### src/rtl/mips_multicycle_core.sv
// mips_multicycle_core: multicycle MIPS integer-subset core.
// One ALU and one unified instruction/data port are shared across the
// FETCH / DECODE / EXEC / MEM / WB states.
// Optional feature macro: ILLEGAL_TRAP_EN. When it is defined, an unsupported
// instruction halts the core. When it is undefined, the instruction is a NOP.
//
// Memory handshake: mem_req is raised in FETCH and MEM. While mem_req=1 and
// mem_ack=0, mem_addr, mem_we and mem_wdata hold their values. A cycle with
// mem_req=1 and mem_ack=1 completes the access on that rising edge, and
// mem_rdata is sampled on the same edge. mem_ack is ignored while mem_req=0.
// Reset drops mem_req without an ack, so the memory must tolerate an
// abandoned access.
module mips_multicycle_core #(
    parameter logic [31:0] RESET_PC = 32'h0000_0000,
    parameter int          ADDR_W   = 32,
    parameter int          NREGS    = 32
) (
    input  logic              CLK,
    input  logic              RST,
    output logic              mem_req,
    output logic              mem_we,
    output logic [ADDR_W-1:0] mem_addr,
    output logic [31:0]       mem_wdata,
    input  logic [31:0]       mem_rdata,
    input  logic              mem_ack,
    output logic              halted,
    output logic [31:0]       pc_dbg,
    output logic [2:0]        stateDbg
);

    // With 16 registers the top bit of each register index is ignored.
    localparam int IW = (NREGS == 16) ? 4 : 5;

    localparam logic [5:0] OP_RTYPE = 6'h00;
    localparam logic [5:0] OP_J     = 6'h02;
    localparam logic [5:0] OP_BEQ   = 6'h04;
    localparam logic [5:0] OP_BNE   = 6'h05;
    localparam logic [5:0] OP_ADDIU = 6'h09;
    localparam logic [5:0] OP_ANDI  = 6'h0C;
    localparam logic [5:0] OP_ORI   = 6'h0D;
    localparam logic [5:0] OP_LUI   = 6'h0F;
    localparam logic [5:0] OP_LW    = 6'h23;
    localparam logic [5:0] OP_SW    = 6'h2B;

    localparam logic [5:0] FN_SLL  = 6'h00;
    localparam logic [5:0] FN_SRL  = 6'h02;
    localparam logic [5:0] FN_ADDU = 6'h21;
    localparam logic [5:0] FN_SUBU = 6'h23;
    localparam logic [5:0] FN_AND  = 6'h24;
    localparam logic [5:0] FN_OR   = 6'h25;
    localparam logic [5:0] FN_SLT  = 6'h2A;

    typedef enum logic [2:0] {
        FETCH  = 3'd0,
        DECODE = 3'd1,
        EXEC   = 3'd2,
        MEM    = 3'd3,
        WB     = 3'd4,
        HALT   = 3'd5
    } stateT;

    stateT       state;
    logic [31:0] pc;
    logic [31:0] ir;
    logic [31:0] regA;
    logic [31:0] regB;
    logic [31:0] aluOut;
    logic [31:0] mdr;
    logic [31:0] regFile [NREGS];

    // Instruction fields
    logic [5:0]  opcode;
    logic [4:0]  rs;
    logic [4:0]  rt;
    logic [4:0]  rd;
    logic [4:0]  shamt;
    logic [5:0]  funct;
    logic [15:0] imm;
    logic [31:0] signExt;
    logic [31:0] zeroExt;

    assign opcode  = ir[31:26];
    assign rs      = ir[25:21];
    assign rt      = ir[20:16];
    assign rd      = ir[15:11];
    assign shamt   = ir[10:6];
    assign funct   = ir[5:0];
    assign imm     = ir[15:0];
    assign signExt = {{16{imm[15]}}, imm};
    assign zeroExt = {16'h0000, imm};

    logic isRType;
    logic isLw;
    logic isSw;
    logic isBeq;
    logic isBne;
    logic isJ;
    logic isLegal;
    logic taken;

    assign isRType = (opcode == OP_RTYPE);
    assign isLw    = (opcode == OP_LW);
    assign isSw    = (opcode == OP_SW);
    assign isBeq   = (opcode == OP_BEQ);
    assign isBne   = (opcode == OP_BNE);
    assign isJ     = (opcode == OP_J);
    assign taken   = (isBeq && (regA == regB)) || (isBne && (regA != regB));

    // The PC has already been advanced past the instruction in both cases.
    logic [31:0] branchTarget;
    logic [31:0] jumpTarget;
    assign branchTarget = pc + {signExt[29:0], 2'b00};
    assign jumpTarget   = {pc[31:28], ir[25:0], 2'b00};

    logic [4:0]  wbDest;
    logic [31:0] wbData;
    assign wbDest = isRType ? rd : rt;
    assign wbData = isLw ? mdr : aluOut;

    // $0 is never written, so reading it always gives the reset value 0.
    function automatic logic [31:0] regRead(input logic [4:0] idx);
        return regFile[idx[IW-1:0]];
    endfunction

    // Classify the opcode/funct pair as inside or outside the subset
    always_comb begin
        isLegal = 1'b0;
        case (opcode)
            OP_RTYPE: begin
                case (funct)
                    FN_SLL, FN_SRL, FN_ADDU, FN_SUBU,
                    FN_AND, FN_OR, FN_SLT: isLegal = 1'b1;
                    default:               isLegal = 1'b0;
                endcase
            end
            OP_J, OP_BEQ, OP_BNE, OP_ADDIU, OP_ANDI,
            OP_ORI, OP_LUI, OP_LW, OP_SW: isLegal = 1'b1;
            default:                      isLegal = 1'b0;
        endcase
    end

    // Shared ALU: operates on the A/B latches and the immediate
    logic [31:0] aluResult;
    always_comb begin
        aluResult = 32'h0;
        case (opcode)
            OP_RTYPE: begin
                case (funct)
                    FN_ADDU: aluResult = regA + regB;
                    FN_SUBU: aluResult = regA - regB;
                    FN_AND:  aluResult = regA & regB;
                    FN_OR:   aluResult = regA | regB;
                    FN_SLT:  aluResult = {31'h0, ($signed(regA) < $signed(regB))};
                    FN_SLL:  aluResult = regB << shamt;
                    FN_SRL:  aluResult = regB >> shamt;
                    default: aluResult = 32'h0;
                endcase
            end
            OP_ADDIU, OP_LW, OP_SW: aluResult = regA + signExt;
            OP_ANDI:                aluResult = regA & zeroExt;
            OP_ORI:                 aluResult = regA | zeroExt;
            OP_LUI:                 aluResult = {imm, 16'h0000};
            default:                aluResult = 32'h0;
        endcase
    end

    // Main sequencer: state, PC, datapath latches and register file
    always_ff @(posedge CLK or posedge RST) begin
        if (RST) begin
            state  <= FETCH;
            pc     <= RESET_PC;
            ir     <= 32'h0;
            regA   <= 32'h0;
            regB   <= 32'h0;
            aluOut <= 32'h0;
            mdr    <= 32'h0;
            for (int i = 0; i < NREGS; i++) begin
                regFile[i] <= 32'h0;
            end
        end else begin
            case (state)
                FETCH: begin
                    if (mem_ack) begin
                        ir    <= mem_rdata;
                        pc    <= pc + 32'd4;
                        state <= DECODE;
                    end
                end
                DECODE: begin
                    regA <= regRead(rs);
                    regB <= regRead(rt);
                    if (!isLegal) begin
`ifdef ILLEGAL_TRAP_EN
                        state <= HALT;
`else
                        state <= FETCH;
`endif
                    end else if (isJ) begin
                        pc    <= jumpTarget;
                        state <= FETCH;
                    end else begin
                        state <= EXEC;
                    end
                end
                EXEC: begin
                    aluOut <= aluResult;
                    if (isBeq || isBne) begin
                        if (taken) begin
                            pc <= branchTarget;
                        end
                        state <= FETCH;
                    end else if (isLw || isSw) begin
                        state <= MEM;
                    end else begin
                        state <= WB;
                    end
                end
                MEM: begin
                    if (mem_ack) begin
                        if (isLw) begin
                            mdr   <= mem_rdata;
                            state <= WB;
                        end else begin
                            state <= FETCH;
                        end
                    end
                end
                WB: begin
                    if (wbDest[IW-1:0] != '0) begin
                        regFile[wbDest[IW-1:0]] <= wbData;
                    end
                    state <= FETCH;
                end
                HALT:    state <= HALT;
                default: state <= FETCH;
            endcase
        end
    end

    // Memory port decode; held idle while reset is asserted
    always_comb begin
        mem_req  = 1'b0;
        mem_we   = 1'b0;
        mem_addr = '0;
        if (!RST) begin
            if (state == FETCH) begin
                mem_req  = 1'b1;
                mem_addr = {pc[ADDR_W-1:2], 2'b00};
            end else if (state == MEM) begin
                mem_req  = 1'b1;
                mem_we   = isSw;
                mem_addr = {aluOut[ADDR_W-1:2], 2'b00};
            end
        end
    end

    assign mem_wdata = regB;
    assign pc_dbg    = pc;
    assign stateDbg  = state;

`ifdef ILLEGAL_TRAP_EN
    assign halted = (state == HALT);
`else
    assign halted = 1'b0;
`endif

endmodule
### config.mk
export PLATFORM = sky130hd
export DESIGN_NAME = mips_multicycle_core
export DESIGN_NICKNAME = d
export VERILOG_FILES = /design/src/rtl/mips_multicycle_core.sv
export SDC_FILE = /design/constraint.sdc
export NUM_CORES = 2
export LEC_CHECK = 0
export BUFFER_PORTS_ARGS = -buffer_cell sky130_fd_sc_hd__buf_2
export CORE_ASPECT_RATIO = 1.75
export CORE_MARGIN = 10
export CORE_UTILIZATION = 50
export DETAILED_ROUTE_END_ITERATION = 10
export GPL_TIMING_DRIVEN = 0
export HOLD_SLACK_MARGIN = 0.02
export PLACE_DENSITY = 0.72
export SLEW_MARGIN = 5
export SYNTH_ARGS = -nofsm -noshare
export SYNTH_HDL_FRONTEND = slang
export SYNTH_SLANG_ARGS = --single-unit
### constraint.sdc
create_clock -name CLK -period 105 [get_ports CLK]
set_input_delay 0 -clock CLK [delete_from_list [all_inputs] [get_ports CLK]]
set_output_delay 0 -clock CLK [all_outputs]
set_load 0.03 [all_outputs]
# After elaboration in Yosys (flattened, before gate mapping)
# Cells that the tools add are included.
[word_totals] register_bits=1219 input_bits=35 output_inout_bits=102 word_cells=147
[op_classes] addsub=5 order_cmp=5 n_eq_ne=28 shift=2 n_mux=38 bitwise=8 reduce_logical=21
[op_table] op="bitwise mux 1024 bit" n=1
[op_table] op="two-way mux 32 bit" n=12
[op_table] op="binary-select mux 32 bit (select 5 bit)" n=2
[op_table] op="case mux 32 bit (7 select lines)" n=1
[op_table] op="demux 32 bit (select 5 bit)" n=1
[op_table] op="case mux 32 bit (5 select lines)" n=1
[op_table] op="adder 32 bit" n=3
[op_table] op="case mux 32 bit (3 select lines)" n=1
[op_table] op="two-way mux 28 bit" n=2
[op_table] op="== test 6 bit, second input constant" n=7
[op_table] op="adder 32 x 3 -> 32 bit, second input constant" n=1
[op_table] op="bitwise AND 32 x 16 -> 32 bit" n=1
[op_table] op="bitwise AND 32 bit" n=1
[op_table] op="== test 32 bit" n=1
[op_table] op="< comparator 32 bit" n=1
[op_table] op="!= test 32 bit" n=1
[op_table] op="OR 32 x 16 -> 32 bit" n=1
[op_table] op="OR 32 bit" n=1
[op_table] op="left shift 32 x 5 -> 32 bit" n=1
[op_table] op=">> shifter 32 x 5 -> 32 bit" n=1
[op_table] op="subtractor 32 bit" n=1
[op_table] op="== test 6 x 4 -> 1 bit, second input constant" n=4
[op_table] op="greater-or-equal comparator 6 bit, second input constant" n=3
[op_table] op="inverter 5 -> 6 bit" n=3
[op_table] op="other kinds (28)" n=55

# Logic depth before layout (Yosys ltp)
[logic_depth] ltp_word=8 mapped_depth=19 mapped_depth_nobuf=16

# Worst setup path after synthesis
# No wires, ideal clock.
[synth_path] path_type="flip-flop to flip-flop" start="reg state[1] (netlist: stateDbg[1])" end="reg pc[30] (netlist: pc_dbg[30])" setup_time_ns=0.069 arrival_time_ns=4.171 required_ns=104.931 setup_slack_ns=100.760 stages_incl_launch_ff=19 path_buffers=4 period_less_slack_ns=4.240 path_cell_list="dfrtp_1 -> clkbuf_1 -> nand2b_1 -> or2_2 -> clkbuf_1 -> clkbuf_1 -> buf_1 -> nor2_1 -> ha_1 -> nor2b_1 -> o31a_1 -> o2111ai_1 -> a21oi_1 -> o311a_1 -> o221ai_1 -> a211o_1 -> o21ai_0 -> or4_1 -> nand3_1"
[synth_between] elab_chain_cells=3 elab_cells_between_ends=10 cone_classes="5 x eq/ne; 1 x mux; 1 x bitwise; 3 x reduce/logical"
[synth_rtl] element="start, declared" line_no="62" text="stateT state;"
[synth_rtl] element="start signal, assigned" line_no="170" text="state <= FETCH;"
[synth_rtl] element="start signal, assigned" line_no="186" text="state <= DECODE;"
[synth_rtl] element="start signal, assigned" line_no="196" text="state <= FETCH;"
[synth_rtl] element="== test 3 x 2 -> 1 bit, or another cell as far along" line_no="181" text="case (state)"
[synth_rtl] element="!= test 2 bit (no source line), or another cell as far along"
[synth_rtl] element="AND reduction 5 bit (no source line)"
[synth_rtl] element="end signal, assigned" line_no="185" text="pc <= pc + 32'd4;"
[synth_rtl] element="end signal, assigned" line_no="199" text="pc <= jumpTarget;"
[synth_rtl] element="end signal, assigned" line_no="209" text="pc <= branchTarget;"
[synth_rtl] element="end, declared" line_no="63" text="logic [31:0] pc;"
# Parallel ways exist; a longest one is shown, timed or not.
# A chain may end at the register's enable or synchronous reset.

# Final worst setup path
[layout_path] start="reg ir[1]" end="reg pc[30] (netlist: pc_dbg[30])"
[layout_between] elab_chain_cells=4
[layout_rtl] element="start, declared" line_no="64" text="logic [31:0] ir;"
[layout_rtl] element="start signal, assigned" line_no="184" text="ir <= mem_rdata;"
[layout_rtl] element="adder 32 bit" line_no="112" text="assign branchTarget = pc + {signExt[29:0], 2'b00};"
[layout_rtl] element="two-way mux 32 bit" line_no="208" text="if (taken) begin"
[layout_rtl] element="two-way mux 32 bit" line_no="207" text="if (isBeq || isBne) begin"
[layout_rtl] element="case mux 32 bit (3 select lines)" line_no="181"
# Every way passes these cells. The select of a mux whose other input is x is not followed.

==> results.sh <==
export IMPL_ys_seq_elements=1217
export IMPL_routabilityCongestion=1.14
export IMPL_grt_pass1_wl_um=514000
export IMPL_cts_made_buffers=113
export IMPL_final_max_slew_viol_count=70
export IMPL_skew_ns=0.0527
export IMPL_synth_top_area_share_pct=42.5
export IMPL_cp_arrival_ns=7.56
export IMPL_ys_warn_count=0
export IMPL_worstPathMaxFanout=10
export IMPL_io_pins=137
export IMPL_min_path_cells=4
export IMPL_relSlewSlack_pct=-7.78
export IMPL_rsz0062_at_grt="false"
export IMPL_yosys_top_cells_area="dfrtp_1 42%, mux4_2 21%, a21oi_1 5.3%, o21ai_0 4.9%, nand2_1 4.4%"
export IMPL_regToRegEndpoint="pc_dbg[30]"
export IMPL_clk_latency_ns=0.80
export IMPL_endpoint_kind="flop"
export IMPL_synth_ff_type="dfrtp_1"
export IMPL_worst_pin_slew_ns=1.61
export IMPL_drtIter0Drc=9320
export IMPL_fin_setup_tns_ns=0
export IMPL_cts_max_level=3
export IMPL_p_leak_nw=33.8
export IMPL_yosysMostFrequentCell="dfrtp_1"
export IMPL_reg2reg_depth=15
export IMPL_required_ns=105.65
export IMPL_min_to="ir[3]"
export IMPL_placedInstanceArea_sq_um=75200
export IMPL_ant_nets=0
export IMPL_firstDrtPassIters=11
export IMPL_synth_seq_area_share_pct=42.5
export IMPL_clk_pin_slew_worst_paths_ns=0.07
export IMPL_start_util_pct=50.3
export IMPL_via_count=66100
export IMPL_grt_pass1_vias=67700
export IMPL_cts_root_buffer="clkbuf_16"
export IMPL_syn_area_per_cell_sq_um=10.5
export IMPL_final_hold_viol_count=0
export IMPL_core_area_sq_um=142000
export IMPL_layout_drive_gt1_share_pct=17.4
export IMPL_post_route_period_util_pct=6.59
export IMPL_grt_total_usage_pct=46.2
export IMPL_tritoncts="yes"
export IMPL_start_kind="flop"
export IMPL_hold_class="input port to flop"
export IMPL_syn_area_sq_um=71700
export IMPL_grt_max_degree=129
export IMPL_critical_path_class="flop to flop"
export IMPL_final_setup_viol_count=0
export IMPL_antenna_found_initial=30
export IMPL_detailed_place_hpwl_um=285000
export IMPL_fp_dieW_um=306
export IMPL_area_delta_synth_final_pct=11.1
export IMPL_dp_slack_ns=98.22
export IMPL_total_power_mw=2.52
export IMPL_numClockSinks=1217
export IMPL_reg2reg_slack_ns=98.08
export IMPL_peakVddDrop_uv=20.0
export IMPL_violations="DRC, capacitance limit, slew limit"
export IMPL_fmax_mhz=145
export IMPL_synth_edff_count=0
export IMPL_routed_wl_um=371000
export IMPL_synth_largest_area_cell="dfrtp_1"
export IMPL_min_period_ns=6.92
export IMPL_powerDensity_nw_per_um2=31.6
export IMPL_synthCells=6857
export IMPL_maxCapViolCount=10
export IMPL_viasPerCell=7.23
export IMPL_ys_top_cells_by_count="1217 x dfrtp_1, 834 x nand2_1, 803 x nor2_1"
export IMPL_clockBufferDepth=3
export IMPL_wl_per_cell_um=40.6
export IMPL_min_from="mem_rdata[3]"
export IMPL_fp_dieArea_sq_um=160000
export IMPL_yosysUniqueCellTypes=92
export IMPL_rr_startpoint="ir[1]"
export IMPL_nNetsFinal=7385
export IMPL_fin_ws_ns=98.08
export IMPL_postSynth_asyncResetShare_pct=100
export IMPL_overflow=0
export IMPL_final_area_sq_um=79700
export IMPL_numPortBuffers=131
export IMPL_std_cell_rows=183
export IMPL_status="finished with violations"
export IMPL_drc=1
export IMPL_die_y_um=521
==> registers in the layout, summed over array words and instances (netlist names) <==
name,count
aluOut,32
ir,32
mdr,32
mem_wdata,32
pc_dbg,30
regA,32
regFile,1024
stateDbg,3
==> where the power goes <==
part           internal (mW)  total [mW]  switching, mW
sequential             0.571       0.717          0.146
combinational          0.429        1.36          0.928
clock                  0.243       0.447          0.204
==> final cells by class <==
class / instances / area (sq um)
Sequential cell: 1217 / 30500
Inverter: 146 / 556
Tap cell: 1850 / 2310
Clock buffer: 175 / 3420
Clock inverter: 35 / 507
Timing Repair Buffer: 194 / 1500
Antenna cell: 23 / 57.6
Buffer: 655 / 2650
Fill cell: 12400 / 62800
Multi-Input combinational cell: 4843 / 38200
==> per-layer routing <==
metal,wire [um],share of wire (%),global-route usage [%]
met5,222,0.060,1.03
met4,53200,14,51.8
met3,40800,11,16.1
met2,172000,46,73.9
met1,105000,28,43.5
==> worst max-delay path by stage <==
stage	slack (ns)	end	cells after the start	start
after CTS	98.21	pc_dbg[30]	15	ir[1]
after global routing	98.20	pc_dbg[30]	19	ir[0]
after floorplan	70.71	aluOut[0]	1	RST
final	98.08	pc_dbg[30]	15	ir[1]
after global placement	57.81	regFile[649]	2	RST
after detailed placement	98.22	pc_dbg[30]	15	ir[1]
==> metrics by stage <==
step / cells / hold WS (ns) / util (%)
final: 9138 / 0.0106 / 55.9
after global placement: 8842 / 0.237 / 52.4
after detailed placement: 8861 / 0.0612 / 52.8
after global routing: 9122 / 0.0437 / 55.9
after floorplan: 6861 / 0.115 / -
after CTS: 9111 / 0.0212 / 55.8
==> cells in the final DEF, fill, tap and decap left out, drive strengths merged, types with 28 or more instances in the layout <==
master       synthesis  final
dfrtp             1217   1217
nand2              834    834
nor2               816    816
a21oi              764    764
o21ai              709    709
mux4               678    678
clkbuf             473    656
buf                182    328
ha                 176    176
inv                144    148
mux2i              118    118
a31oi               59     59
a211oi              53     53
mux2                51     51
xnor2               47     47
dlygate4sd3          0     40
nor3                40     40
a21o                34     34
nand3               30     30
o22ai               28     28
==> cells by family after synthesis <==
logic type	after synthesis	synth area share, %
AO/OA/AOI/OAI	1882	14.8
AND/OR/NAND/NOR	1858	10.5
flip-flops	1217	42.5
multiplexers	847	23.7
buffers and inverters	801	4.38
adder cells (fa/ha/maj)	180	3.18
XOR/XNOR	71	0.867
other	1	0.00523
==> timing repair <==
item | CTS | global route
hold endpoints to repair | 175 | 0
buffers inserted | 0 | 0
hold buffers | 40 | 0
gates resized for setup | 0 | 0
==> worst max-delay path, cell delays in order (launching register included) <==
cell and delay (ns):
dfrtp_1 0.71, clkbuf_1 0.84, clkbuf_2 0.77, clkbuf_1 1.07
nand2_1 0.24, fa_1 0.46, nor2b_1 0.24, o31a_1 0.24
o2111ai_1 0.31, a21oi_1 0.47, o311a_1 0.26, o221ai_1 0.16
a211o_1 0.34, o21ai_0 0.36, or4_1 0.18, nand3_1 0.07
(Power assumes the default switching activity.)
